`config.mk`:
```
export PLATFORM = sky130hd
export DESIGN_NAME = imem_arbiter
export DESIGN_NICKNAME = d
export VERILOG_FILES = /design/src/rtl/imem_arbiter.sv
export SDC_FILE = /design/constraint.sdc
export NUM_CORES = 1
export LEC_CHECK = 0
export BUFFER_PORTS_ARGS = -buffer_cell sky130_fd_sc_hd__buf_2
export CAP_MARGIN = 20
export CORE_AREA = 3 3 76 78
export CTS_CLUSTER_SIZE = 25
export DETAILED_ROUTE_END_ITERATION = 10
export DIE_AREA = 0 0 79 81
export GPL_ROUTABILITY_DRIVEN = 0
export PLACE_DENSITY = 0.72
export SYNTH_ARGS = -nofsm -noshare
export SYNTH_HDL_FRONTEND = slang
export SYNTH_SLANG_ARGS = --single-unit
```
`constraint.sdc`:
```
create_clock -name clk -period 1.4 [get_ports clk]
set_input_delay 0.07 -clock clk [delete_from_list [all_inputs] [get_ports clk]]
set_output_delay 0.07 -clock clk [all_outputs]
set_load 0.01 [all_outputs]
```
`src/rtl/imem_arbiter.sv`:
```
// Shares the single-port instruction memory between Fetch and a loader/debug port.
// Fetch owns the port by default; loader grants stall Fetch, bounded by a burst limit unless halted.
module imem_arbiter #(
    parameter int ADDR_W    = 10,
    parameter int DATA_W    = 32,
    parameter int MAX_BURST = 4
) (
    input  logic              clk,
    input  logic              rst,
    input  logic [ADDR_W-1:0] fetch_addr,
    output logic              fetch_stall,
    output logic [DATA_W-1:0] fetch_data,
    output logic              fetch_valid,
    input  logic              ld_req,
    input  logic              ld_we,
    input  logic [ADDR_W-1:0] ld_addr,
    input  logic [DATA_W-1:0] ld_wdata,
    input  logic              ld_halt,
    output logic              ld_gnt,
    output logic [DATA_W-1:0] ld_rdata,
    output logic              ld_rvalid,
    output logic              cpu_halted,
    output logic [ADDR_W-1:0] mem_addr,
    output logic              mem_we,
    output logic [DATA_W-1:0] mem_wdata,
    input  logic [DATA_W-1:0] mem_rdata
);

    localparam int CNT_W = $clog2(MAX_BURST + 1);
    localparam logic [CNT_W-1:0] MAX_CNT = CNT_W'(MAX_BURST);

    typedef enum logic [1:0] {
        S_RUN   = 2'd0,
        S_LOAD  = 2'd1,
        S_YIELD = 2'd2,
        S_HALT  = 2'd3
    } state_t;

    state_t           r_state;
    state_t           w_next_state;
    logic [CNT_W-1:0] r_burst_cnt;
    logic [CNT_W-1:0] w_next_cnt;
    logic             w_ld_gnt;
    logic             w_fetch_stall;
    logic             r_fetch_valid;
    logic             r_ld_rvalid;
    logic             r_cpu_halted;

    // Grant is gated by rst so a write presented during reset never reaches the RAM.
    always_comb begin
        // NOTE: every combinational output gets a default first so no path infers a latch.
        w_ld_gnt = 1'b0;
        if (!rst) begin
            unique case (r_state)
                S_RUN, S_LOAD: w_ld_gnt = ld_req && (r_burst_cnt < MAX_CNT);
                S_HALT:        w_ld_gnt = ld_req;
                default:       w_ld_gnt = 1'b0;
            endcase
        end
    end

    assign w_fetch_stall = rst | w_ld_gnt | (r_state == S_HALT);

    always_comb begin
        w_next_state = r_state;
        w_next_cnt   = r_burst_cnt;
        if (ld_halt) begin
            w_next_state = S_HALT;
            w_next_cnt   = '0;
        end else begin
            unique case (r_state)
                S_HALT: begin
                    w_next_state = S_RUN;
                    w_next_cnt   = '0;
                end
                S_RUN: begin
                    if (w_ld_gnt) begin
                        w_next_state = S_LOAD;
                        w_next_cnt   = CNT_W'(1);
                    end else begin
                        w_next_cnt   = '0;
                    end
                end
                S_LOAD: begin
                    if (w_ld_gnt) begin
                        w_next_cnt = (r_burst_cnt == MAX_CNT) ? r_burst_cnt : r_burst_cnt + 1'b1;
                    end else if (!ld_req) begin
                        w_next_state = S_RUN;
                        w_next_cnt   = '0;
                    end else begin
                        w_next_state = S_YIELD;
                    end
                end
                S_YIELD: begin
                    w_next_state = S_RUN;
                    w_next_cnt   = '0;
                end
                default: begin
                    w_next_state = S_RUN;
                    w_next_cnt   = '0;
                end
            endcase
        end
    end

    always_ff @(posedge clk or posedge rst) begin
        if (rst) begin
            r_state       <= S_RUN;
            r_burst_cnt   <= '0;
            r_fetch_valid <= 1'b0;
            r_ld_rvalid   <= 1'b0;
            r_cpu_halted  <= 1'b0;
        end else begin
            // NOTE: state uses non-blocking assignments so all flops update from pre-edge values.
            r_state       <= w_next_state;
            r_burst_cnt   <= w_next_cnt;
            r_fetch_valid <= !w_fetch_stall;
            r_ld_rvalid   <= w_ld_gnt & !ld_we;
            r_cpu_halted  <= (w_next_state == S_HALT);
        end
    end

    // The RAM read data fans out to both requesters; the valid flags say whose it is.
    assign mem_addr    = w_ld_gnt ? ld_addr : fetch_addr;
    assign mem_we      = w_ld_gnt & ld_we;
    assign mem_wdata   = ld_wdata;
    assign ld_gnt      = w_ld_gnt;
    assign fetch_stall = w_fetch_stall;
    assign fetch_data  = mem_rdata;
    assign ld_rdata    = mem_rdata;
    assign fetch_valid = r_fetch_valid;
    assign ld_rvalid   = r_ld_rvalid;
    assign cpu_halted  = r_cpu_halted;

endmodule

```
; Yosys cells after proc, flatten, opt, wreduce, memory -nomap -nowiden
; Index checks and enable logic that the tools add are counted.
[totals]
ff_bits = 8
out_inout_bits = 112
word_cells = 39
[op_classes]
addsub = 1
magnitude_cmp = 1
n_eq_ne = 7
mux = 14
n_bitwise = 4
reduce_logical = 7
[op_table]
columns = operator, count
row1 = two-way mux 3 bit, 4
row2 = two-way mux 10 bit, 1
row3 = case mux 3 bit (3 select lines), 1
row4 = two-way mux 2 bit, 4
row5 = "!= test 4 bit, second input constant", 2
row6 = "== test 2 bit, second input constant", 3
row7 = case mux 2 bit (3 select lines), 1
row8 = OR reduction 2 bit, 2
row9 = "adder 3 x 1 -> 3 bit, second input constant", 1
row10 = "== test 3 bit, second input constant", 1
row11 = "< comparator 3 bit, second input constant", 1
row12 = bitwise AND 1 bit, 2
row13 = "== test 2 x 1 -> 1 bit, second input constant", 1
row14 = zero test 1 bit, 2
row15 = zero test 2 bit, 1
row16 = two-way mux 1 bit, 2
row17 = bitwise OR 1 bit, 2
row18 = case mux 1 bit (2 select lines), 1
row19 = AND reduction 2 bit, 1
row20 = logical AND 1 bit, 1

; Depth between registers and ports, before layout
[logic_depth]
ltp_word = 8
ltp_mapped = 4
depth_no_buf = 4

; Least setup slack after synthesis
; OpenSTA, ideal clock, no wires.
[synth_timing]
kind = register -> output
from = register r_state[1]
to = output mem_addr[7]
arrival_time_ns = 1.333
t_required_ns = 1.330
path_slack_ns = -0.003
path_stages_with_launch = 5
path_cell_list = dfrtp_1 > and2_4 > o211ai_4 > buf_8 > mux2_4
[synth_between]
elab_chain_cells = 5
[synth_rtl]
columns = element, line_no
row1 = from (decl), 39  ; state_t r_state;
row2 = from (signal assigned), 115  ; r_state <= w_next_state;
row3 = == test 2 x 1 -> 1 bit or zero test 2 bit (tied branches), 54  ; unique case (r_state)
row4 = OR reduction 2 bit, 54
row5 = case mux 1 bit (2 select lines) *, 54
row6 = two-way mux 1 bit *, 53  ; if (!rst) begin
row7 = two-way mux 10 bit *, 124  ; assign mem_addr = w_ld_gnt ? ld_addr : fetch_addr;
row8 = to (decl), 23  ; output logic [ADDR_W-1:0] mem_addr,
; Mark *: on every way between the ends. The rest lies on a longest branch, timed or not.

; Final worst setup path
[layout_timing]
from = register r_state[1]
to = output mem_addr[5]
; Same word-level chain as after synthesis.

==> impl_metrics.json <==
{
  "run_status": "finished, violations left",
  "violations": "setup timing",
  "worst_clock_skew_ns": 0.00255,
  "ys_types": 22,
  "vias": 640,
  "rrSetupSlack_ns": 0.18,
  "p_per_area_nw_per_um2": 737,
  "antenna_found_initial": 0,
  "fmax_mhz": 597,
  "slew_viol_final": 0,
  "grt-ovfl-total": 0,
  "layout-drive-gt1-share_pct": 64.6,
  "setup_violations": 11,
  "die_w_um": 79,
  "worst_slew_pin_slew_ns": 0.188,
  "area_growth_pct": -20.7,
  "crit_path_top_delay_cell": "dfrtp_1",
  "start_util_pct": 24.4,
  "root_buffer": "clkbuf_8",
  "synthesis.nets": 236,
  "peakVddDrop_v": 0.000261,
  "vias_per_cell": 3.79,
  "port_buffers": 40,
  "leakagePower_nw": 0.516,
  "nFillCells": 586,
  "insertion_delay_ns": 0.23,
  "worstPathRequired_ns": 1.33,
  "cap_violations": 0,
  "rr_worst_depth": 4,
  "seq_area_frac_synth_pct": 16.0,
  "cpPeakStageDelay_ns": 0.39,
  "grt_max_degree": 13,
  "syn_avg_cell_area_um2": 8.65,
  "numCtsBuffers": 3,
  "routedWlPerCell_um": 13.7,
  "fin_util_pct": 19.4,
  "drc_errors": 0,
  "detail-route-antenna-nets": 0,
  "worstSetupPathType": "flip-flop to output pin",
  "min_path_type": "input pin to flip-flop",
  "io_pins": 201,
  "fin_tns_setup_ns": -2.66,
  "grt_pass1_wl_um": 3330,
  "dp_cells": 163,
  "die_h_um": 81,
  "cp-end-kind": "output pin",
  "final_nets": 192,
  "worstPathArrival_ns": 1.61,
  "fp-row-count": 26,
  "wirelength_um": 2320,
  "reg2reg_to": "r_state[1]",
  "whs_path_depth": 2,
  "min_period_ns": 1.68,
  "hold_slack_ns": 0.0147,
  "die-area_um2": 6400,
  "hold-path-endpoint": "ld_rvalid",
  "dp_hpwl_um": 1900,
  "yosys_warnings": 0,
  "cp-start-kind": "flip-flop",
  "cts_tree": "done",
  "total_power_uw": 733,
  "min_period_over_period_pct": 120,
  "max_slew_margin_pct": 87.4,
  "fin_ws_ns": -0.276,
  "crit_fanout": 12,
  "rsz0062_at_grt": "yes",
  "crit_path_start": "r_state[1]",
  "r2r-start": "r_burst_cnt[2]",
  "diodes": 0,
  "core_um2": 5140,
  "cts_buffer_depth": 2,
  "grt_pass1_vias": 657,
  "syn-cell-area_um2": 1250,
  "cts_sinks": 8,
  "finalHoldViolations": 0,
  "hold_start": "ld_we",
  "crit_chain": "and2_4 > o211ai_4 > buf_12 > mux2_2 > buf_6",
  "drt_iter0_drc": 29,
  "grt.total_usage_pct": 6.61,
  "ys_seq_elements": 8,
  "drtPass1Iterations": 2,
  "fin_cells": 169,
  "htreeDepth": 1,
  "cts.clk_slew.worst_paths_ns": 0.04,
  "synth_cells": 145
}
## layout make-up
type / instances / area [µm²] / area share (%)
multi-input combinational: 32 / 292 / 29.3
tap: 70 / 87.6 / 8.81
inverter: 7 / 26.3 / 2.64
clock buffer: 3 / 41.3 / 4.15
sequential: 8 / 200 / 20.1
timing repair buffer: 49 / 348 / 35.0
## worst max-delay path, delay by kind of cell (launching register included)
kind,cells,cell delay (ns)
compound gates,1,0.19
flops,1,0.39
simple gates,1,0.16
buf+inv,2,0.29
mux,1,0.35
## metal layers
layer / GRT usage (%) / routed length [µm] / vias up
met5: 0 / 0 / -
met4: 6.70 / 170 / 0
met3: 3.44 / 385 / 34
met2: 11.3 / 1090 / 62
met1: 5.33 / 677 / 277
li1: - / - / 267
## state kept, by name, indices dropped and copies added, names as in the netlist
register     flops
ld_rvalid        1
r_state          2
fetch_valid      1
cpu_halted       1
r_burst_cnt      3
## placed cells by master (no fill, tap or decap), drive strengths merged, types with 2 or more instances in the layout
master and count:
buf 47, clkbuf 3, dfrtp 8, dlygate4sd3 2, ha 2, inv 7, mux2 10, mux2i 2
nand2 3, nand3 2, nor2 4
## per-stage QoR
step                setup WS, ns  area [µm²]
global route              -0.343         995
global placement         -0.0138         860
detailed placement       -0.0494         860
CTS                       -0.295         981
finish                    -0.276         995
floorplan               -0.00346        1250
## timing repair
item	in CTS	in global routing
endpoints found under the hold margin	8	1
gates resized for setup	10	1
setup buffers	1	0
endpoints found under the setup margin	10	12
hold buffers	1	1
## Yosys cell counts
cell type | instances | share of area, %
nor2_1 | 3 | 0.90
nand3b_1 | 1 | 0.60
and2_4 | 1 | 0.70
nand4_1 | 1 | 0.50
o21bai_1 | 1 | 0.60
o211ai_4 | 1 | 1.7
dfrtp_1 | 8 | 16
nand2_1 | 3 | 0.90
a41o_1 | 1 | 0.80
mux2_2 | 8 | 7.2
ha_1 | 2 | 2.0
clkbuf_1 | 1 | 0.30
nand3_1 | 2 | 0.80
a211o_2 | 1 | 0.80
buf_8 | 1 | 1.2
mux2_4 | 2 | 2.4
inv_1 | 7 | 2.1
buf_4 | 96 | 57
o21ai_0 | 1 | 0.40
nor2_2 | 1 | 0.50
nor3b_1 | 1 | 0.60
mux2i_1 | 2 | 1.6
## cells by family after synthesis
group	count (synthesis)	synth area share, %
adder cells (fa/ha/maj)	2	2.00
AO/OA/AOI/OAI	5	4.29
multiplexers	12	11.2
AND/OR/NAND/NOR	13	5.49
buffers and inverters	105	61.1
flip-flops	8	16.0
## how the worst max path moves through the flow
stage | slack [ns] | cells past startpoint | to
after floorplan | -0.003 | 4 | mem_addr[7]
after global placement | -0.01 | 5 | mem_addr[0]
after detailed placement | -0.05 | 5 | mem_addr[5]
after CTS | -0.29 | 5 | mem_addr[5]
after global routing | -0.34 | 5 | mem_addr[5]
final | -0.28 | 5 | mem_addr[5]
## power breakdown
group | internal (mW) | leakage (nW) | total (mW) | switching (mW)
clock | 0.186 | 0.0216 | 0.269 | 0.0831
combinational | 0.130 | 0.392 | 0.218 | 0.0876
sequential | 0.242 | 0.103 | 0.246 | 0.00481
total | 0.557 | 0.516 | 0.733 | 0.176
Note: power is estimated with default switching activity, not from simulation.
